<file path="src/rtl/param_bin_counter.sv">
// Parameterised up/down binary counter with prescaler, synchronous load and terminal-count pulse.
// Define COUNTER_SATURATE_EN to hold at the range boundary instead of wrapping.
module param_bin_counter #(
   parameter int unsigned WIDTH     = 8,
   parameter int unsigned MAX_VALUE = (WIDTH >= 32) ? 32'hFFFF_FFFF : ((32'd1 << WIDTH) - 32'd1),
   parameter int unsigned PRESCALE  = 1
) (
   input  logic             clk,
   input  logic             reset,
   input  logic             en,
   input  logic             up_dn,
   input  logic             load,
   input  logic [WIDTH-1:0] load_val,
   output logic [WIDTH-1:0] out,
   output logic             tc
);

   localparam int unsigned PW = (PRESCALE > 1) ? $clog2(PRESCALE) : 1;
   localparam logic [WIDTH-1:0] MAXV  = MAX_VALUE[WIDTH-1:0];
   localparam logic [PW-1:0]    PLAST = PW'(PRESCALE - 1);

   logic [PW-1:0]    presc;
   logic             presc_done;
   logic             at_bound;
   logic [WIDTH-1:0] step_val;

   assign presc_done = (PRESCALE == 1) || (presc == PLAST);

   // Next count value if a step happens this edge; at_bound marks a boundary step (tc source)
   always_comb begin
      at_bound = 1'b0;
      step_val = out;
      if (up_dn) begin
         at_bound = (out == MAXV);
`ifdef COUNTER_SATURATE_EN
         step_val = at_bound ? MAXV : out + 1'b1;
`else
         step_val = at_bound ? '0 : out + 1'b1;
`endif
      end else begin
         at_bound = (out == '0);
`ifdef COUNTER_SATURATE_EN
         step_val = at_bound ? '0 : out - 1'b1;
`else
         step_val = at_bound ? MAXV : out - 1'b1;
`endif
      end
   end

   always_ff @(posedge clk) begin
      if (!reset) begin
         out   <= '0;
         tc    <= 1'b0;
         presc <= '0;
      end else if (load) begin
         out   <= (load_val > MAXV) ? MAXV : load_val;
         tc    <= 1'b0;
         presc <= '0;
      end else if (en) begin
         if (presc_done) begin
            presc <= '0;
            out   <= step_val;
            tc    <= at_bound;
         end else begin
            presc <= presc + 1'b1;
            tc    <= 1'b0;
         end
      end else begin
         tc <= 1'b0;
      end
   end

endmodule

</file>
<file path="config.mk">
export PLATFORM = sky130hd
export DESIGN_NAME = param_bin_counter
export DESIGN_NICKNAME = d
export VERILOG_FILES = /design/src/rtl/param_bin_counter.sv
export SDC_FILE = /design/constraint.sdc
export NUM_CORES = 1
export LEC_CHECK = 0
export CELL_PAD_IN_SITES_DETAIL_PLACEMENT = 0
export CELL_PAD_IN_SITES_GLOBAL_PLACEMENT = 1
export CORE_MARGIN = 4
export CORE_UTILIZATION = 31
export DETAILED_ROUTE_END_ITERATION = 12
export PLACE_DENSITY_LB_ADDON = 0.1
export REMOVE_ABC_BUFFERS = 1
export SKIP_CTS_REPAIR_TIMING = 1
export SYNTH_ARGS = -nofsm -noshare
export SYNTH_HDL_FRONTEND = slang
export SYNTH_SLANG_ARGS = --single-unit
</file>
<file path="constraint.sdc">
create_clock -name clk -period 1.65 [get_ports clk]
set_clock_uncertainty 0.2 [all_clocks]
set_input_delay 0.33 -clock clk [delete_from_list [all_inputs] [get_ports clk]]
set_output_delay 0.33 -clock clk [all_outputs]
set_load 0.02 [all_outputs]
</file>
---- After elaboration in Yosys (flattened, before gate mapping) ----
Index checks and enable logic that the tools add are counted.
storage, ports and cells
  register bits after elaboration ......... 9
  memory bits (writable) .................. 0
  output and inout port bits .............. 9
  bits in latches ......................... 0
  memory bits (read-only) ................. 0
  memories ................................ 0
cells by class
  shift operators ......................... 0
  muxes and demuxes ....................... 7
  bitwise logic cells ..................... 2
  reduce and logical (&&, ||, !) cells .... 3
  $add $sub $neg .......................... 2
  multiply operators ...................... 0
  magnitude comparators ................... 1
  div/mod/pow operators ................... 0
  equal/unequal tests ..................... 1
operator list
  kind                 count
  $mux 8               6
  $add 8x1->8 const B  1
  $eq 8x8->1 const B   1
  $gt 8x8->1 const B   1
  $logic_not 8->1      1
  $sub 8x1->8 const B  1
  $reduce_or 3->1      1
  $not 1->1            2
  $reduce_bool 2->1    1
  $mux 1               1

---- Longest topological paths before layout ----
Gate-level depths: netlist of run 1.
  depth in word-level cells ............... 5
  mapped depth ............................ 7

---- Least setup slack after synthesis of run 1 ----
No wires, ideal clock.
  path type ............................... reg-to-reg
  start ................................... register out[0]
  end ..................................... register out[7]
  library setup time ...................... 0.120 ns
  clock period less this slack ............ 1.915 ns
  stages on the path, launching flop included .. 6
  required time ........................... 1.330 ns
  path buffers ............................ 1
  arrival ................................. 1.595 ns
  path slack .............................. -0.265 ns
  cells stage by stage .................... dfxtp_1 buf_6 or4b_2 nor3_1 nor4bb_1 a211o_1
between the ends
  cells in the longest elaborated chain, start to end .. 5
  elaborated cells on any way between the ends .. 9
  classes of those cells .................. add/sub (2); eq/ne (1); mux (5); reduce/logical (1)
ends and longest elaborated chain
  element                              RTL line  source
  start: declaration                   14        output logic [WIDTH-1:0] out,
  start signal: assignment             56        out <= (load_val > MAXV) ? MAXV : load_val;
  start signal: assignment             62        out <= step_val;
  $sub 8x1->8 (tied with other cells)  45        step_val = at_bound ? MAXV : out - 1'b1;
  $mux 8 (on tied branches)            45, 38
  $mux 8 *                             33        if (up_dn) begin
  $mux 8 *                             59        end else if (en) begin
  $mux 8 *                             55        end else if (load) begin
Every way passes the cells marked *; elsewhere a longest branch is shown, timed or not. The select of a mux whose other input is x is not followed.
A chain may end at the register's enable or synchronous reset.

---- Worst setup path in the final report of run 1 ----
  start ................................... register out[0]
  end ..................................... register out[5]
Same word-level chain as after synthesis.

==> results.txt, run 1 <==
----------------------------------------------------
[Power and ir drop]
  Switching Share ... 36.1%
  Static leakage ... slightly below 0.7 nW
  Switch Pwr ... 314 uW
  Internal Dissipation ... 555 uW
  Power density cells ... 600 nW/um2
  Total power of the final layout ... 868 uW
  Portion of total power attributed to the clock network ... 21.2%
  Maximum ir drop on the vdd rail ... 0.000420 V
  Proportion of power drawn by flip-flops and latches ... about 30%
  Comb power frac ... between 40% and 50%

[Yosys]
  Syn. warnings ... 0
  Netlist Area Pre-Place ... 843 um2
  Share of synthesized registers carrying an async set or reset ... 0%
  Distinct cells, synth ... 43
  Avg Cell Area, Syn ... 7.60 um2
  Post-synth top flop ... sky130_fd_sc_hd__dfxtp_1
  Sequential area share after synthesis ... 21.4%
  Synth Instances ... ~110
  Count of flip-flops with a built-in enable after synthesis ... 0
  Number of storage elements in the synthesis netlist ... 9

[Placement]
  Detailed-placement wirelength estimate ... 2.21 mm
  Cell area after placement ... 1290 um2
  Input/output buffers ... 21
  Post-Place Cells ... 182
  Gpl congestion ... 0.866

[Setup path]
  Highest-delay cell along the critical path ... sky130_fd_sc_hd__or4_4
  Sequence of cells on the critical path ... buf_12 > or4_4 > or3_1 > a21o_1 > a31oi_1
  CP Data Arrival Time ... ~1900 ps
  CP bufs+invs ... 1
  Gate family responsible for the most delay along the worst path ... simple AND/OR/NAND/NOR gates
  Reg2Reg Launch Point ... out[0]
  Max Fanout on Critical Path ... 9
  Critical path origin ... out[0]
  Stage delay of the slowest cell on the critical path ... about 530 ps
  Type of the worst setup path ... register to register
  Type of origin of the critical path ... register
  Critical path capture point type ... register
  Critical path data required time ... 1650 ps

[Floorplanning]
  Number of I/O pins ... 22
  Initial core utilization ... 33.1%
  Die Span X ... roughly 60 um
  Number of rows created at floorplan ... 18
  Chip height ... between 60 and 70 um
  Die outline area ... around 3600 um2
  Area inside the core boundary ... 2540 um2

[Timing]
  Setup slack of the critical path after layout ... -249 ps
  Fmax ... between 0.5 and 0.6 GHz
  Total count of max-transition violations in the final report ... 0
  Clock period minus final worst setup slack ... 1900 ps
  Slew at the pin with the worst max-slew slack ... approximately 320 ps
  Final hold violation count ... 0
  Total negative slack for setup checks ... -917 ps
  Relative slew slack ... 78.3%
  Final-report setup violation count ... 7
  Setup repair after global routing missed its margin ... yes
  Crit share post-route ... 115%

[Global routing]
  Global-route wire length before repair ... between 4 and 5 mm
  Maximum number of pins on one net before global-route repair ... 13
  Number of antenna violations at the first check in global routing ... 0
  Sum of overflow across all layers after global routing ... 0
  Via count of the first global-routing pass ... 980
  Total global routing track utilization ... 16.9%

[Outcome]
  Violated checks ... negative setup slack
  Run status ... complete, but fails checks

[Finish]
  Share of cells above drive strength 1 ... 34.6%
  Synth-to-layout area growth ... 71.7%
  Final cell count without fillers ... 186
  Most frequent cells in the layout ... 26 x sky130_fd_sc_hd__buf_4, 12 x sky130_fd_sc_hd__clkdlybuf4s50_1, 9 x sky130_fd_sc_hd__dlymetal6s2s_1
  Most common cell after layout, fill and taps aside ... sky130_fd_sc_hd__buf_4
  Final Net Count ... between 150 and 200
  Ant. Diodes ... 0
  Post-Layout Inst Area ... 1450 um2

[Clock tree]
  Clock Path Buffers ... 2
  Number of CTS-inserted buffers ... 3
  Clock latency on the worst-skew pair ... 270 ps
  Root Buffer Master ... sky130_fd_sc_hd__clkbuf_4
  Clock slew at the register clock pins of the worst setup and hold paths ... 70 ps
  CTS HTree Levels ... 1
  Clock Sinks ... 9
  TritonCTS clock tree ... done

[Flow run]
  Max-capacitance violation count ... 0

[Hold path]
  Worst hold path class ... register to register
  Worst hold path startpoint ... out[0]

[Detailed routing]
  Initial drt markers ... 28
  Number of DRC violations after detailed routing ... 0
  ANT nets after route ... 0
  Wire per inst ... ~16 um
  Total detailed-routing wirelength ... 2.97 mm
  Total number of vias ... 1042
  Mean number of vias per cell ... 5.60
  TritonRoute pass-1 iters ... 4

----------------------------------------------------
-- synth_stat cells, types with 3 or more instances --
| library cell | number | area, um2 |
|---|---|---|
| sky130_fd_sc_hd__a21oi_1 | 9 | 45.0 |
| sky130_fd_sc_hd__buf_2 | 3 | 15.0 |
| sky130_fd_sc_hd__clkbuf_1 | 6 | 22.5 |
| sky130_fd_sc_hd__dfxtp_1 | 9 | 180 |
| sky130_fd_sc_hd__ha_1 | 3 | 37.5 |
| sky130_fd_sc_hd__inv_1 | 6 | 22.5 |
| sky130_fd_sc_hd__nand2_1 | 7 | 26.3 |
| sky130_fd_sc_hd__nand3_1 | 5 | 25.0 |
| sky130_fd_sc_hd__nand4_1 | 3 | 18.8 |
| sky130_fd_sc_hd__nor3_1 | 4 | 20.0 |
| sky130_fd_sc_hd__o211ai_1 | 5 | 37.5 |
| sky130_fd_sc_hd__o21ai_0 | 8 | 40.0 |
| sky130_fd_sc_hd__xnor2_1 | 3 | 26.3 |
-- logic make-up (layout without fill, tap and decap cells) --
logic type	after synthesis	in the layout	synth area share (%)
xor gates and xnor gates	5	5	5.19
AOI/OAI and AO/OA	39	39	30.9
muxes	1	1	1.19
DFF	9	9	21.4
adders and majority gates	3	3	4.45
buffers and inverters	16	61	8.46
and+or+nand+nor	38	38	28.5
-- stage by stage --
| stage | utilization [%] | worst slack [ps] | hold slack [ps] |
|---|---|---|---|
| 2_1_floorplan | - | -281 | 268 |
| 6_report | 56.9 | -249 | 395 |
| 4_1_cts | 51.8 | -362 | 414 |
| 3_3_place_gp | 50.8 | -451 | 384 |
| 5_1_grt | 56.9 | -324 | 433 |
| 3_5_place_dp | 50.8 | -482 | 404 |
-- path summary, 6_finish.rpt --
path / cells past startpoint / slack (ps) / end
setup / recovery: 5 / -250 / out[5]
hold / removal: 2 / 400 / out[0]
setup reg to reg: 5 / -250 / out[5]
hold reg to reg: 2 / 400 / out[0]
-- flip-flops by register name (all words and copies together) (netlist names) --
register,flops
tc,1
out,8
-- final cells by class --
| cell class | count | area (um2) |
|---|---|---|
| fill | 260 | 1100 |
| multi-input combinational | 86 | 681 |
| timing repair buffer | 51 | 490 |
| sequential | 9 | 190 |
| tap | 30 | 37.5 |
| clock buffer | 4 | 26.3 |
| inverter | 6 | 22.5 |
-- metal layers --
layer / wire length (um) / GRT usage (%) / vias to the layer above
met5: 0 / 0 / -
met4: 61 / 6.01 / 0
met3: 137 / 2.38 / 8
met2: 1390 / 27.8 / 33
met1: 1380 / 22.3 / 480
li1: - / - / 521
-- power by group through the flow --
stage	clock, mW	sequential (mW)	combinational (mW)
final	0.184	0.259	0.426
after floorplan	0	0.299	0.129
after global placement	0	0.262	0.380
after CTS	0.193	0.257	0.384
after global routing	0.200	0.263	0.460
after detailed placement	0	0.261	0.382
-- worst min-delay path, stage by stage (launching register included) --
cell,delay (ps)
sky130_fd_sc_hd__dfxtp_4,360
sky130_fd_sc_hd__a21oi_1,60
sky130_fd_sc_hd__a21oi_1,130
Power figures use the tool's default switching activity.
==> run 2: changes to the inputs <==
--- a/config.mk
+++ b/config.mk
@@ -9,7 +9,10 @@
 export CELL_PAD_IN_SITES_GLOBAL_PLACEMENT = 1
 export CORE_MARGIN = 4
 export CORE_UTILIZATION = 31
+export CTS_CLUSTER_SIZE = 25
 export DETAILED_ROUTE_END_ITERATION = 12
+export GPL_ROUTABILITY_DRIVEN = 0
+export HOLD_SLACK_MARGIN = 0.1
 export PLACE_DENSITY_LB_ADDON = 0.1
 export REMOVE_ABC_BUFFERS = 1
 export SKIP_CTS_REPAIR_TIMING = 1
==> results of run 2 <==
No change in the layout: final DEF, timing and power equal those of run 1.
